File: config.mk
export PLATFORM = sky130hd
export DESIGN_NAME = child_response_collector
export DESIGN_NICKNAME = d
export VERILOG_FILES = /design/src/rtl/child_collector_pkg.sv /design/src/rtl/child_response_collector_rr_arbiter.sv /design/src/rtl/child_response_collector.sv
export SDC_FILE = /design/constraint.sdc
export NUM_CORES = 1
export LEC_CHECK = 0
export CORE_MARGIN = 1
export CORE_UTILIZATION = 51
export DETAILED_ROUTE_END_ITERATION = 8
export PLACE_DENSITY = 0.9
export SLEW_MARGIN = 10
export SYNTH_ARGS = -nofsm -noshare
export SYNTH_HDL_FRONTEND = slang
export SYNTH_SLANG_ARGS = --single-unit
File: constraint.sdc
create_clock -name clk -period 9.75 [get_ports clk]
set_input_delay 1.95 -clock clk [delete_from_list [all_inputs] [get_ports clk]]
set_output_delay 1.95 -clock clk [all_outputs]
set_load 0.01 [all_outputs]
File: src/rtl/child_collector_pkg.sv
// Shared defaults, the source-tag type and the wrap-around index helper
// used by the child response collector.
package child_collector_pkg;

    localparam int NUM_CHILDREN_DEFAULT = 5;
    localparam int DATA_W_DEFAULT       = 16;
    localparam int CNT_W_DEFAULT        = 8;
    localparam int SRC_W_DEFAULT        = $clog2(NUM_CHILDREN_DEFAULT);

    // Widest index the collector supports (up to 16 children).
    localparam int IDX_W_MAX = 4;

    typedef logic [SRC_W_DEFAULT-1:0] src_idx_t;

    // Increment an index modulo n.
    function automatic logic [IDX_W_MAX-1:0] next_idx(
        input logic [IDX_W_MAX-1:0] idx,
        input int                   n
    );
        if (int'(idx) >= n - 1) begin
            return '0;
        end
        return idx + IDX_W_MAX'(1);
    endfunction

endpackage

File: src/rtl/child_response_collector_rr_arbiter.sv
// Combinational round-robin arbiter: the first requester at or after ptr,
// wrapping modulo N, gets a one-hot grant while enable is high.
module rr_arbiter #(
    parameter  int N  = 5,
    localparam int IW = $clog2(N)
) (
    input  logic [N-1:0]  req,
    input  logic [IW-1:0] ptr,
    input  logic          enable,
    output logic [N-1:0]  grant,
    output logic [IW-1:0] grant_idx,
    output logic          grant_valid
);

    logic [IW-1:0] cand_idx [N];
    logic [N-1:0]  cand_req;

    // Candidate gi is the child sitting gi positions after the pointer.
    genvar gi;
    generate
        for (gi = 0; gi < N; gi++) begin : g_cand
            logic [IW:0] sum;
            assign sum          = {1'b0, ptr} + (IW+1)'(gi);
            assign cand_idx[gi] = (sum >= (IW+1)'(N)) ? IW'(sum - (IW+1)'(N)) : sum[IW-1:0];
            assign cand_req[gi] = req[cand_idx[gi]];
        end
    endgenerate

    // Scan from the farthest candidate down so the nearest one wins.
    always_comb begin
        grant       = '0;
        grant_idx   = '0;
        grant_valid = 1'b0;
        for (int k = N - 1; k >= 0; k--) begin
            if (enable && cand_req[k]) begin
                grant_idx   = cand_idx[k];
                grant_valid = 1'b1;
            end
        end
        if (grant_valid) begin
            grant[grant_idx] = 1'b1;
        end
    end

endmodule

File: src/rtl/child_response_collector.sv
// Merges the response streams of NUM_CHILDREN children into one registered
// upstream stream tagged with the source child, with saturating beat counters.
module child_response_collector
    import child_collector_pkg::*;
#(
    parameter  int NUM_CHILDREN = NUM_CHILDREN_DEFAULT,
    parameter  int DATA_W       = DATA_W_DEFAULT,
    parameter  int CNT_W        = CNT_W_DEFAULT,
    localparam int SRC_W        = $clog2(NUM_CHILDREN)
) (
    input  logic                            clk,
    input  logic                            rst,
    input  logic [NUM_CHILDREN-1:0]         child_valid,
    input  logic [NUM_CHILDREN*DATA_W-1:0]  child_data,
    output logic [NUM_CHILDREN-1:0]         child_ready,
    output logic                            up_valid,
    output logic [DATA_W-1:0]               up_data,
    output logic [SRC_W-1:0]                up_src,
    input  logic                            up_ready,
    output logic [NUM_CHILDREN*CNT_W-1:0]   beat_cnt
);

    logic                    can_load;
    logic                    accept;
    logic [NUM_CHILDREN-1:0] grant;
    logic [SRC_W-1:0]        grant_idx;
    logic [IDX_W_MAX-1:0]    ptr_next_wide;
    logic [DATA_W-1:0]       child_data_arr [NUM_CHILDREN];

    logic                    up_valid_q, up_valid_d;
    logic [DATA_W-1:0]       up_data_q,  up_data_d;
    logic [SRC_W-1:0]        up_src_q,   up_src_d;
    logic [SRC_W-1:0]        rr_ptr_q,   rr_ptr_d;

    // The single output register may take a new beat when empty or draining.
    assign can_load = !up_valid_q || up_ready;

    rr_arbiter #(
        .N (NUM_CHILDREN)
    ) u_arb (
        .req         (child_valid),
        .ptr         (rr_ptr_q),
        .enable      (can_load && !rst),
        .grant       (grant),
        .grant_idx   (grant_idx),
        .grant_valid (accept)
    );

    assign child_ready   = grant;
    assign ptr_next_wide = next_idx(IDX_W_MAX'(grant_idx), NUM_CHILDREN);

    genvar gi;
    generate
        for (gi = 0; gi < NUM_CHILDREN; gi++) begin : g_child
            logic [CNT_W-1:0] cnt_q, cnt_d;

            assign child_data_arr[gi] = child_data[gi*DATA_W +: DATA_W];

            always_comb begin
                cnt_d = cnt_q;
                if (grant[gi] && (cnt_q != '1)) begin
                    cnt_d = cnt_q + CNT_W'(1);
                end
            end

            always_ff @(posedge clk) begin
                if (rst) begin
                    cnt_q <= '0;
                end else begin
                    cnt_q <= cnt_d;
                end
            end

            assign beat_cnt[gi*CNT_W +: CNT_W] = cnt_q;
        end
    endgenerate

    // A new accept overwrites the register even while the old beat drains.
    always_comb begin
        up_valid_d = up_valid_q;
        up_data_d  = up_data_q;
        up_src_d   = up_src_q;
        rr_ptr_d   = rr_ptr_q;
        if (accept) begin
            up_valid_d = 1'b1;
            up_data_d  = child_data_arr[grant_idx];
            up_src_d   = grant_idx;
            rr_ptr_d   = SRC_W'(ptr_next_wide);
        end else if (up_valid_q && up_ready) begin
            up_valid_d = 1'b0;
        end
    end

    always_ff @(posedge clk) begin
        if (rst) begin
            up_valid_q <= 1'b0;
            up_data_q  <= '0;
            up_src_q   <= '0;
            rr_ptr_q   <= '0;
        end else begin
            up_valid_q <= up_valid_d;
            up_data_q  <= up_data_d;
            up_src_q   <= up_src_d;
            rr_ptr_q   <= rr_ptr_d;
        end
    end

    assign up_valid = up_valid_q;
    assign up_data  = up_data_q;
    assign up_src   = up_src_q;

endmodule

# Yosys cells after proc, flatten, opt, wreduce, memory -nomap -nowiden
# Index checks and enable logic that the tools add are counted.
classes:
  n_reduce_logical: 17
  n_bitwise: 1
  order_cmp: 14
  n_mux: 36
  eq_ne: 5
  add_sub_neg: 15
ops:
  columns: ["op", "count"]
  rows:
  - ["16-bit binary-select mux with 3-bit select", 1]
  - ["8-bit by 1-bit adder with 8-bit output (second input constant)", 5]
  - ["8-bit != test (second input constant)", 5]
  - ["3-bit two-way mux", 12]
  - ["16-bit two-way mux", 2]
  - ["3-bit by 4-bit less-than comparator with 1-bit output (second input constant)", 6]
  - ["4-bit by 3-bit >= comparator with 1-bit output (second input constant)", 4]
  - ["1-bit binary-select mux with 3-bit select", 5]
  - ["3-bit subtractor (second input constant)", 5]
  - ["1-bit two-way mux", 14]
  - ["1-bit logical AND", 13]
  - ["3-bit by 2-bit adder with 4-bit output (second input constant)", 2]
  - ["3-bit >= comparator (second input constant)", 2]
  - ["5-bit two-way mux", 1]
  - ["3-bit by 1-bit adder with 4-bit output (second input constant)", 1]
  - ["3-bit by 3-bit adder with 4-bit output (second input constant)", 1]
  - ["4-bit >= comparator (second input constant)", 1]
  - ["3-bit inverter with 4-bit output", 1]
  - ["3-bit by 1-bit adder with 3-bit output (second input constant)", 1]
  - ["1-bit demux with 3-bit select", 1]
  - ["3-bit by 1-bit >= comparator with 1-bit output (second input constant)", 1]
  - ["1-bit logical NOT", 2]
  - ["2-bit nonzero test", 1]
  - ["1-bit logical OR", 1]
word_totals:
  output_inout_bits: 65
  inputBits: 88
  regBits: 63

# Depth between registers and ports, before layout
# Gate-level depths: netlist (run 1).
depth:
  depth_word: 17
  mapped_depth: 19
  ltp_nobuf: 16

# Modules after synthesis
# A second synthesis (run 1) with hierarchy kept.
unflattened:
  hier_cells: 514
  hier_area_um2: 4613.2
by_module_without_submodules:
  columns: ["module", "seq_area_each_um2", "cells_per_inst", "area_each_um2", "instances"]
  rows:
  - ["child_response_collector", 1261.2, 320, 3204.3, 1]
  - ["rr_arbiter", 0.0, 194, 1408.9, 1]

# Worst setup path before layout (run 1)
# Ideal clock, no wire load.
synth_path:
  path_type: "input -> output"
  startpoint: "in child_valid[3]"
  endpoint: "out child_ready[1]"
  path_slack_ns: 3.721
  path_stages: 9
  n_path_buf: 2
  t_arrival_ns: 4.079
  cell_sequence: "clkbuf_1 mux4_2 mux2i_1 nor3_1 nand2b_1 o31ai_1 o21bai_4 buf_2 a21oi_2"
synth_via:
  elab_chain_cells: 13
  elab_cells_between_ends: 31
  cone_classes: "order compare (2); mux (23); reduce/logical (6)"
synth_rtl:
  columns: ["element", "line", "text"]
  rows:
  - ["start: declaration", "child_response_collector.sv:13", "input logic [NUM_CHILDREN-1:0] child_valid,"]
  - ["1-bit binary-select mux with 3-bit select", "child_response_collector_rr_arbiter.sv:25", "assign cand_req[gi] = req[cand_idx[gi]];"]
  - ["1-bit two-way mux (not written as such)", "child_response_collector_rr_arbiter.sv:25", null]
  - ["1-bit logical AND", "child_response_collector_rr_arbiter.sv:35", "if (enable && cand_req[k]) begin"]
  - ["3-bit two-way mux (5 in a row)", "child_response_collector_rr_arbiter.sv:35", null]
  - ["3-bit by 4-bit less-than comparator with 1-bit output (not written as such) or 3-bit by 1-bit >= comparator with 1-bit output (tied branches)", "child_response_collector_rr_arbiter.sv:41", "grant[grant_idx] = 1'b1;"]
  - ["1-bit logical AND (not written as such)", "child_response_collector_rr_arbiter.sv:41", null]
  - ["1-bit two-way mux (not written as such)", "child_response_collector_rr_arbiter.sv:41", null]
  - ["1-bit demux with 3-bit select", null, null]
  - ["5-bit two-way mux (*)", "child_response_collector_rr_arbiter.sv:40", "if (grant_valid) begin"]
  - ["end: declaration", "child_response_collector.sv:15", "output logic [NUM_CHILDREN-1:0] child_ready,"]
# Every way passes the cells marked *; elsewhere a longest branch is shown, timed or not. The select of a mux whose other input is x is not followed.

# Worst setup path in the final report (run 1)
layout_path:
  startpoint: "in up_ready"
  endpoint: "out child_ready[0]"
layout_via:
  elab_chain_cells: 13
  elab_cells_between_ends: 23
  cone_classes: "order compare (2); mux (13); reduce/logical (8)"
layout_rtl:
  columns: ["element", "line", "text"]
  rows:
  - ["start: declaration", "child_response_collector.sv:19", "input logic up_ready,"]
  - ["1-bit logical OR (*)", "child_response_collector.sv:36", "assign can_load = !up_valid_q || up_ready;"]
  - ["1-bit logical AND (*)", "child_response_collector.sv:43", ".enable (can_load && !rst),"]
  - ["1-bit logical AND", "child_response_collector_rr_arbiter.sv:35", null]
  - ["3-bit two-way mux (5 in a row)", "child_response_collector_rr_arbiter.sv:35", null]
  - ["3-bit by 4-bit less-than comparator with 1-bit output (not written as such) or 3-bit by 1-bit >= comparator with 1-bit output (tied branches)", "child_response_collector_rr_arbiter.sv:41", null]
  - ["1-bit logical AND (not written as such)", "child_response_collector_rr_arbiter.sv:41", null]
  - ["1-bit two-way mux (not written as such)", "child_response_collector_rr_arbiter.sv:41", null]
  - ["1-bit demux with 3-bit select", null, null]
  - ["5-bit two-way mux (*)", "child_response_collector_rr_arbiter.sv:40", null]
# Every way passes the cells marked *; elsewhere a longest branch is shown, timed or not.

==> results of run 1 <==
[final cells by class]
cell class              instances  share of cell area [%]
well taps                     108                   2.094
repair buffers                158                   24.27
inverters                      13                  0.7755
clock inverters                 5                  0.5235
clock buffers                  11                   2.191
multi-input cells             474                   50.60
flip-flops and latches         63                   19.54
[registers in the layout (all words and copies together), names as in the netlist]
register       cells
up_src             3
up_valid           1
g_child.cnt_q     40
rr_ptr_q           3
up_data           16
[worst register-to-register path: stages (launching register included)]
cell      delay, ps
dfxtp_1         690
inv_1           240
ha_1            320
ha_1            390
a21oi_1         190
mux2i_1         410
a31oi_1         180
a311oi_2        540
nor3_2          150
o21bai_4        810
nand4_2         480
or3_1           490
a21oi_1         160
[through the flow]
step	total power, mW	utilization (%)	std cells
after floorplan	1.172	-	590
after global placement	1.482	70.62	816
after detailed placement	1.518	70.62	816
after CTS	1.728	72.59	832
after global routing	1.864	72.59	832
final	1.737	72.59	832
[synthesized netlist by cell type (all sizes together), types with 3 or more instances]
| library cell | n | area share, % |
|---|---|---|
| nand2 | 40 | 3.2 |
| dfxtp | 63 | 26 |
| nand2b | 5 | 0.66 |
| clkbuf | 22 | 1.7 |
| or3 | 12 | 1.6 |
| inv | 12 | 0.95 |
| a21boi | 24 | 4.0 |
| nand3 | 20 | 2.2 |
| mux2 | 10 | 2.4 |
| nor2b | 8 | 1.1 |
| a211oi | 6 | 1.3 |
| and3 | 39 | 5.1 |
| a21oi | 42 | 4.8 |
| or4 | 5 | 0.87 |
| nor2 | 33 | 2.6 |
| xor2 | 6 | 1.1 |
| and2 | 4 | 0.53 |
| nor3 | 15 | 1.8 |
| xnor2 | 7 | 1.4 |
| nor4 | 4 | 0.92 |
| buf | 18 | 2.3 |
| and4 | 4 | 0.74 |
| a32o | 5 | 1.1 |
| o211ai | 7 | 1.1 |
| nor4b | 3 | 0.55 |
| nand4 | 12 | 1.7 |
| a22oi | 3 | 0.58 |
| ha | 16 | 4.2 |
| o22ai | 3 | 0.39 |
| a31oi | 14 | 2.2 |
| a311oi | 3 | 0.68 |
| o31ai | 7 | 1.2 |
| o21ai | 62 | 6.7 |
| a221oi | 7 | 1.4 |
| a21o | 3 | 0.47 |
| mux2i | 19 | 4.0 |
[layer usage]
metal  track usage (%)  part of all wire (%)  vias to the layer above
li1                  -                     -                     2488
met1             36.67                    40                     2448
met2             56.07                    49                      284
met3             5.674                   7.4                       48
met4             17.57                   3.9                        0
met5                 0                     0                        -
[worst max path at each step]
stage                         from             end  slack [ps]  depth (start not counted)
CTS                            rst  child_ready[0]        1640                         11
finish                    up_ready  child_ready[0]        1580                         11
detailed placement             rst  child_ready[0]        1680                         11
global route        child_valid[3]  child_ready[0]        1290                         10
floorplan           child_valid[3]  child_ready[1]        3720                          9
global placement               rst  child_ready[0]        1900                         11
[kinds of logic (layout without fill, tap and decap cells)]
kind of cell | Yosys count | after routing | synth area share (%)
XOR/XNOR | 13 | 13 | 2.549
AO/OA/AOI/OAI | 199 | 199 | 28.61
adder cells (fa/ha/maj) | 17 | 17 | 4.624
multiplexers | 31 | 31 | 7.304
flip-flops | 63 | 63 | 26.48
AND/OR/NAND/NOR | 214 | 214 | 25.30
buffers and inverters | 53 | 187 | 5.123
[where the power goes]
| group | internal, mW | switching [mW] |
|---|---|---|
| registers | 0.313 | 0.0531 |
| logic | 0.482 | 0.684 |
| clock network | 0.0988 | 0.106 |
| total | 0.893 | 0.844 |
==> run_results.csv, run 1 <==
group,metric,value,unit
floorplanning,fp-row-count,34,
timing,fin_crit_sh,83.77,%
timing,min_period,8168,ps
finish,layout_common_cells,"152 x clkdlybuf4s50_1, 63 x dfxtp_1, 52 x o21ai_0",
timing,hold_viol_final,0,
critical_path,cp-end-kind,"primary output",
detailed_routing,drt_iter0_markers,277,
timing,max_freq,0.1224,GHz
yosys,synth_cells,590,
detailed_routing,drcViolationCount,0,
critical_path,r2r-start,"rr_ptr_q[1]",
grt,grt_pass1_vias,5262,
grt,grt_usage,31.86,%
yosys,synth_area,4762,sq um
power_and_ir_drop,powerDensity,269.2,nW/um^2
finish,seqCellArea,1261,sq um
finish,nets,824,
timing,worst_slew_pin_slew,990.7,ps
critical_path,critPathTopFamily,"simple AND/OR/NAND/NOR gates",
critical_path,r2r-end,"g_child[0].cnt_q[5]",
critical_path,required,7800,ps
detailed_routing,wl_per_cell,18.22,microns
job,drv_cap,0,
yosys,async_flop_share,0,%
detailed_routing,wirelength,15160,microns
min_path,hold_path_end,"up_src[2]",
finish,fin_area,6454,sq um
min_path,min_path_cells,2,
floorplanning,fp.dieH,98.63,microns
placement,dp_slack,1681,ps
yosys,postSynthAreaPerCell,8.071,sq um
critical_path,path_class,"primary input to primary output",
yosys,syn-num-nets,695,
floorplanning,chipWidth,98.63,microns
finish,diodes,0,
placement,place.gp.congestion,0.8833,
placement,port_buffers,152,
cts,post_cts_buffers,0,
yosys,yosysWarningCount,0,
grt,grt_pass1_wl,24870,microns
timing,slew_violations,0,
critical_path,crit_chain,"clkdlybuf4s50_1 > nand2b_1 > and2_1 > o311a_1 > or3b_2 > nand2b_1 > o31ai_1 > o21bai_4 > nand3_2 > nor3_1 > clkdlybuf4s50_1",
detailed_routing,vias,5268,
grt,grt-ovfl-total,0,
yosys,synth_edf_count,0,
timing,finalClockSkew,16.06,ps
timing,maxSlewHeadroom,33.78,%
critical_path,path_max_fanout,51,
critical_path,r2r_setup_slack,4650,ps
grt,grt_antenna_before_repair,0,
timing,whs,489.5,ps
finish,fillCellCount,688,
critical_path,max_stage_delay,800,ps
timing,final.setup.tns,0,ps
cts,clock_latency,340,ps
cts,hold_buffers,0,
detailed_routing,vias_per_cell,6.332,
finish,syn_to_final_growth,35.52,%
detailed_routing,ant_nets,0,
finish,multi_input_area,3266,sq um
status,outcome,"finished clean",
critical_path,slowest_stage,"o21bai_4",
critical_path,path_buf_inv,2,
critical_path,cp.arrival,6220,ps
yosys,synth-main-ff-cell,"dfxtp_1",
placement,placed_area,6279,sq um
finish,drive_gt1_share,8.564,%
timing,setup_violations,0,
floorplanning,dieArea,9728,sq um
floorplanning,ios,153,
floorplanning,initial_utilization,53.56,%
floorplanning,core-area,8891,sq um
timing,rsz0062_at_grt,"no",
yosys,seq_area_frac_synth,26.48,%
min_path,hold_class,"flop to flop",
yosys,ys_ff_latch,63,
cts,root_buffer,"clkbuf_8",
critical_path,startpoint_type,"primary input",
critical_path,rr_worst_depth,12,
power_and_ir_drop,p_leak,2.460,nW
finish,layout_commonest_cell,"clkdlybuf4s50_1",
power_and_ir_drop,ir_drop,260.4,uV
cts,cts_tree,"built",
detailed_routing,first_pass_iters,5,
cts,clkSlewWorstSetupHoldPaths,60,ps
yosys,synth_cell_type_count,82,
cts,cts_resized,0,
timing,setup_ws,1582,ps
cts,cts_max_level,3,
cts,cts_num_sinks,63,
cts,clk_path_buf_depth,2,
cts,cts_made_buffers,9,
grt,grt_max_degree,53,
placement,dp_hpwl,11280,microns
min_path,min_from,"up_src[2]",
Note: power is estimated with default switching activity, not from simulation.
==> inputs of run 2 (changes only) <==
--- a/config.mk
+++ b/config.mk
@@ -6,9 +6,9 @@
 export NUM_CORES = 1
 export LEC_CHECK = 0
 export CORE_MARGIN = 1
-export CORE_UTILIZATION = 51
+export CORE_UTILIZATION = 47
 export DETAILED_ROUTE_END_ITERATION = 8
-export PLACE_DENSITY = 0.9
+export PLACE_DENSITY = 0.84
 export SLEW_MARGIN = 10
 export SYNTH_ARGS = -nofsm -noshare
 export SYNTH_HDL_FRONTEND = slang
==> constraint.sdc (replaced) <==
create_clock -name clk -period 8.35 [get_ports clk]
set_input_delay 1.67 -clock clk [delete_from_list [all_inputs] [get_ports clk]]
set_output_delay 1.67 -clock clk [all_outputs]
set_load 0.01 [all_outputs]
==> run_results.csv, run 2 (same netlist as run 1, synthesis figures left out) <==
group,metric,value,unit
grt,grt_antenna_before_repair,0,
finish,largest_reg_flops,40,
power_and_ir_drop,powerDensity,322.9,nW/um^2
floorplanning,chipWidth,102.7,microns
finish,fin_area,6549,sq um
timing,setup_violations,0,
critical_path,slowest_stage,"mux2_2",
critical_path,path_buf_inv,2,
timing,min_period,7312,ps
status,outcome,"finished clean",
grt,grt_max_degree,53,
finish,drive_gt1_share,8.828,%
grt,grt-ovfl-total,0,
min_path,min_from,"up_src[2]",
cts,cts_tree,"built",
critical_path,r2r_setup_slack,3170,ps
timing,worst_slew_pin_slew,845.6,ps
finish,fillCellCount,853,
timing,whs,481.8,ps
finish,regMostFlops,"g_child.cnt_q",
critical_path,path_class,"primary input to primary output",
detailed_routing,first_pass_iters,5,
power_and_ir_drop,power.total,2.115,mW
placement,place.gp.congestion,0.9119,
timing,hold_viol_final,0,
critical_path,crit_chain,"clkdlybuf4s50_1 > nor2b_1 > mux2_2 > o31ai_1 > a31o_2 > mux2_2 > nand3_2 > nor3_1 > clkdlybuf4s50_1",
detailed_routing,drcViolationCount,0,
placement,port_buffers,152,
critical_path,required,6680,ps
critical_path,r2r-start,"rr_ptr_q[1]",
floorplanning,core-area,9819,sq um
grt,grt_usage,30.33,%
cts,cts_made_buffers,9,
cts,cts_resized,0,
detailed_routing,vias_per_cell,6.048,
finish,nets,825,
floorplanning,fp-row-count,36,
critical_path,startpoint_type,"primary input",
timing,max_freq,0.1368,GHz
timing,final.setup.tns,0,ps
min_path,hold_class,"flop to flop",
placement,placed_area,6317,sq um
grt,grt_pass1_vias,5148,
floorplanning,ios,153,
min_path,min_path_cells,2,
critical_path,path_max_fanout,52,
floorplanning,fp.dieH,102.7,microns
cts,clkSlewWorstSetupHoldPaths,70,ps
critical_path,max_stage_delay,720,ps
timing,maxSlewHeadroom,43.38,%
placement,dp_hpwl,12000,microns
timing,rsz0062_at_grt,"no",
critical_path,cp.arrival,5640,ps
timing,slew_violations,0,
cts,post_cts_buffers,0,
min_path,hold_path_end,"up_src[2]",
floorplanning,initial_utilization,48.50,%
finish,diodes,0,
finish,layout_common_cells,"152 x clkdlybuf4s50_1, 63 x dfxtp_1, 52 x o21ai_0",
cts,root_buffer,"clkbuf_8",
detailed_routing,drt_iter0_markers,250,
critical_path,critPathTopFamily,"buffers and inverters",
cts,cts_num_sinks,63,
cts,clk_path_buf_depth,2,
timing,finalClockSkew,6.963,ps
critical_path,cp-end-kind,"primary output",
power_and_ir_drop,ir_drop,163.1,uV
finish,syn_to_final_growth,37.52,%
detailed_routing,wl_per_cell,18.30,microns
detailed_routing,ant_nets,0,
detailed_routing,vias,5189,
floorplanning,dieArea,10540,sq um
cts,clock_latency,340,ps
cts,hold_buffers,0,
power_and_ir_drop,p_leak,2.491,nW
grt,grt_pass1_wl,24780,microns
job,drv_cap,0,
critical_path,r2r-end,"g_child[2].cnt_q[5]",
finish,layout_commonest_cell,"clkdlybuf4s50_1",
cts,cts_max_level,3,
critical_path,cp.depth,9,
timing,fin_crit_sh,87.57,%
detailed_routing,wirelength,15700,microns
critical_path,rr_worst_depth,13,
-- run 2: where the power goes --
part	total, mW	switching [mW]	internal (mW)	leakage [nW]
logic	1.38	0.818	0.567	1.86
registers	0.424	0.0589	0.365	0.514
clock network	0.307	0.129	0.178	0.113
-- run 2: tightest hold or removal path, cell delays in order, from the launching register on --
cell     delay, ps
dfxtp_1        330
nand2_1         60
a21oi_1         50
-- run 2: worst max path at each step --
stage / from / to / slack, ps
after floorplan: child_valid[3] / child_ready[1] / 2880
after global placement: child_valid[2] / child_ready[0] / 1250
after detailed placement: child_valid[2] / child_ready[0] / 1110
after CTS: child_valid[2] / child_ready[0] / 1100
after global routing: child_valid[1] / child_ready[0] / 800
final: child_valid[1] / child_ready[0] / 1040
-- run 2: final cells by class --
cell class	instances	area (sq um)	area share, %
clock buffers	10	137.6	2.102
clock inverters	6	93.84	1.433
inverters	13	50.05	0.7642
multi-input cells	474	3266	49.87
flip-flops and latches	63	1261	19.26
well taps	133	166.4	2.541
repair buffers	159	1574	24.04
-- run 2: metrics by stage --
stage          utilization [%]  std cells  worst slack (ps)
3_5_place_dp             64.33        842              1110
3_3_place_gp             64.33        842              1245
2_1_floorplan                -        590              2881
6_report                 66.69        858              1038
4_1_cts                  66.69        858              1095
5_1_grt                  66.69        858             799.5
-- run 2: per-layer routing --
metal / vias up / GRT usage, % / wire length, microns / share of wire (%)
met5: - / 0 / 0 / 0
met4: 0 / 17.25 / 749 / 4.8
met3: 45 / 4.746 / 949 / 6.0
met2: 235 / 52.36 / 7718 / 49
met1: 2431 / 35.77 / 6284 / 40
li1: 2478 / - / - / -
==> inputs of run 3 (changes only) <==
--- a/config.mk
+++ b/config.mk
@@ -5,10 +5,12 @@
 export SDC_FILE = /design/constraint.sdc
 export NUM_CORES = 1
 export LEC_CHECK = 0
+export CAP_MARGIN = 20
 export CORE_MARGIN = 1
 export CORE_UTILIZATION = 47
 export DETAILED_ROUTE_END_ITERATION = 8
 export PLACE_DENSITY = 0.84
+export SKIP_CTS_REPAIR_TIMING = 1
 export SLEW_MARGIN = 10
 export SYNTH_ARGS = -nofsm -noshare
 export SYNTH_HDL_FRONTEND = slang
==> results of run 3 <==
Final layout, timing and power as in run 2 (identical DEF).
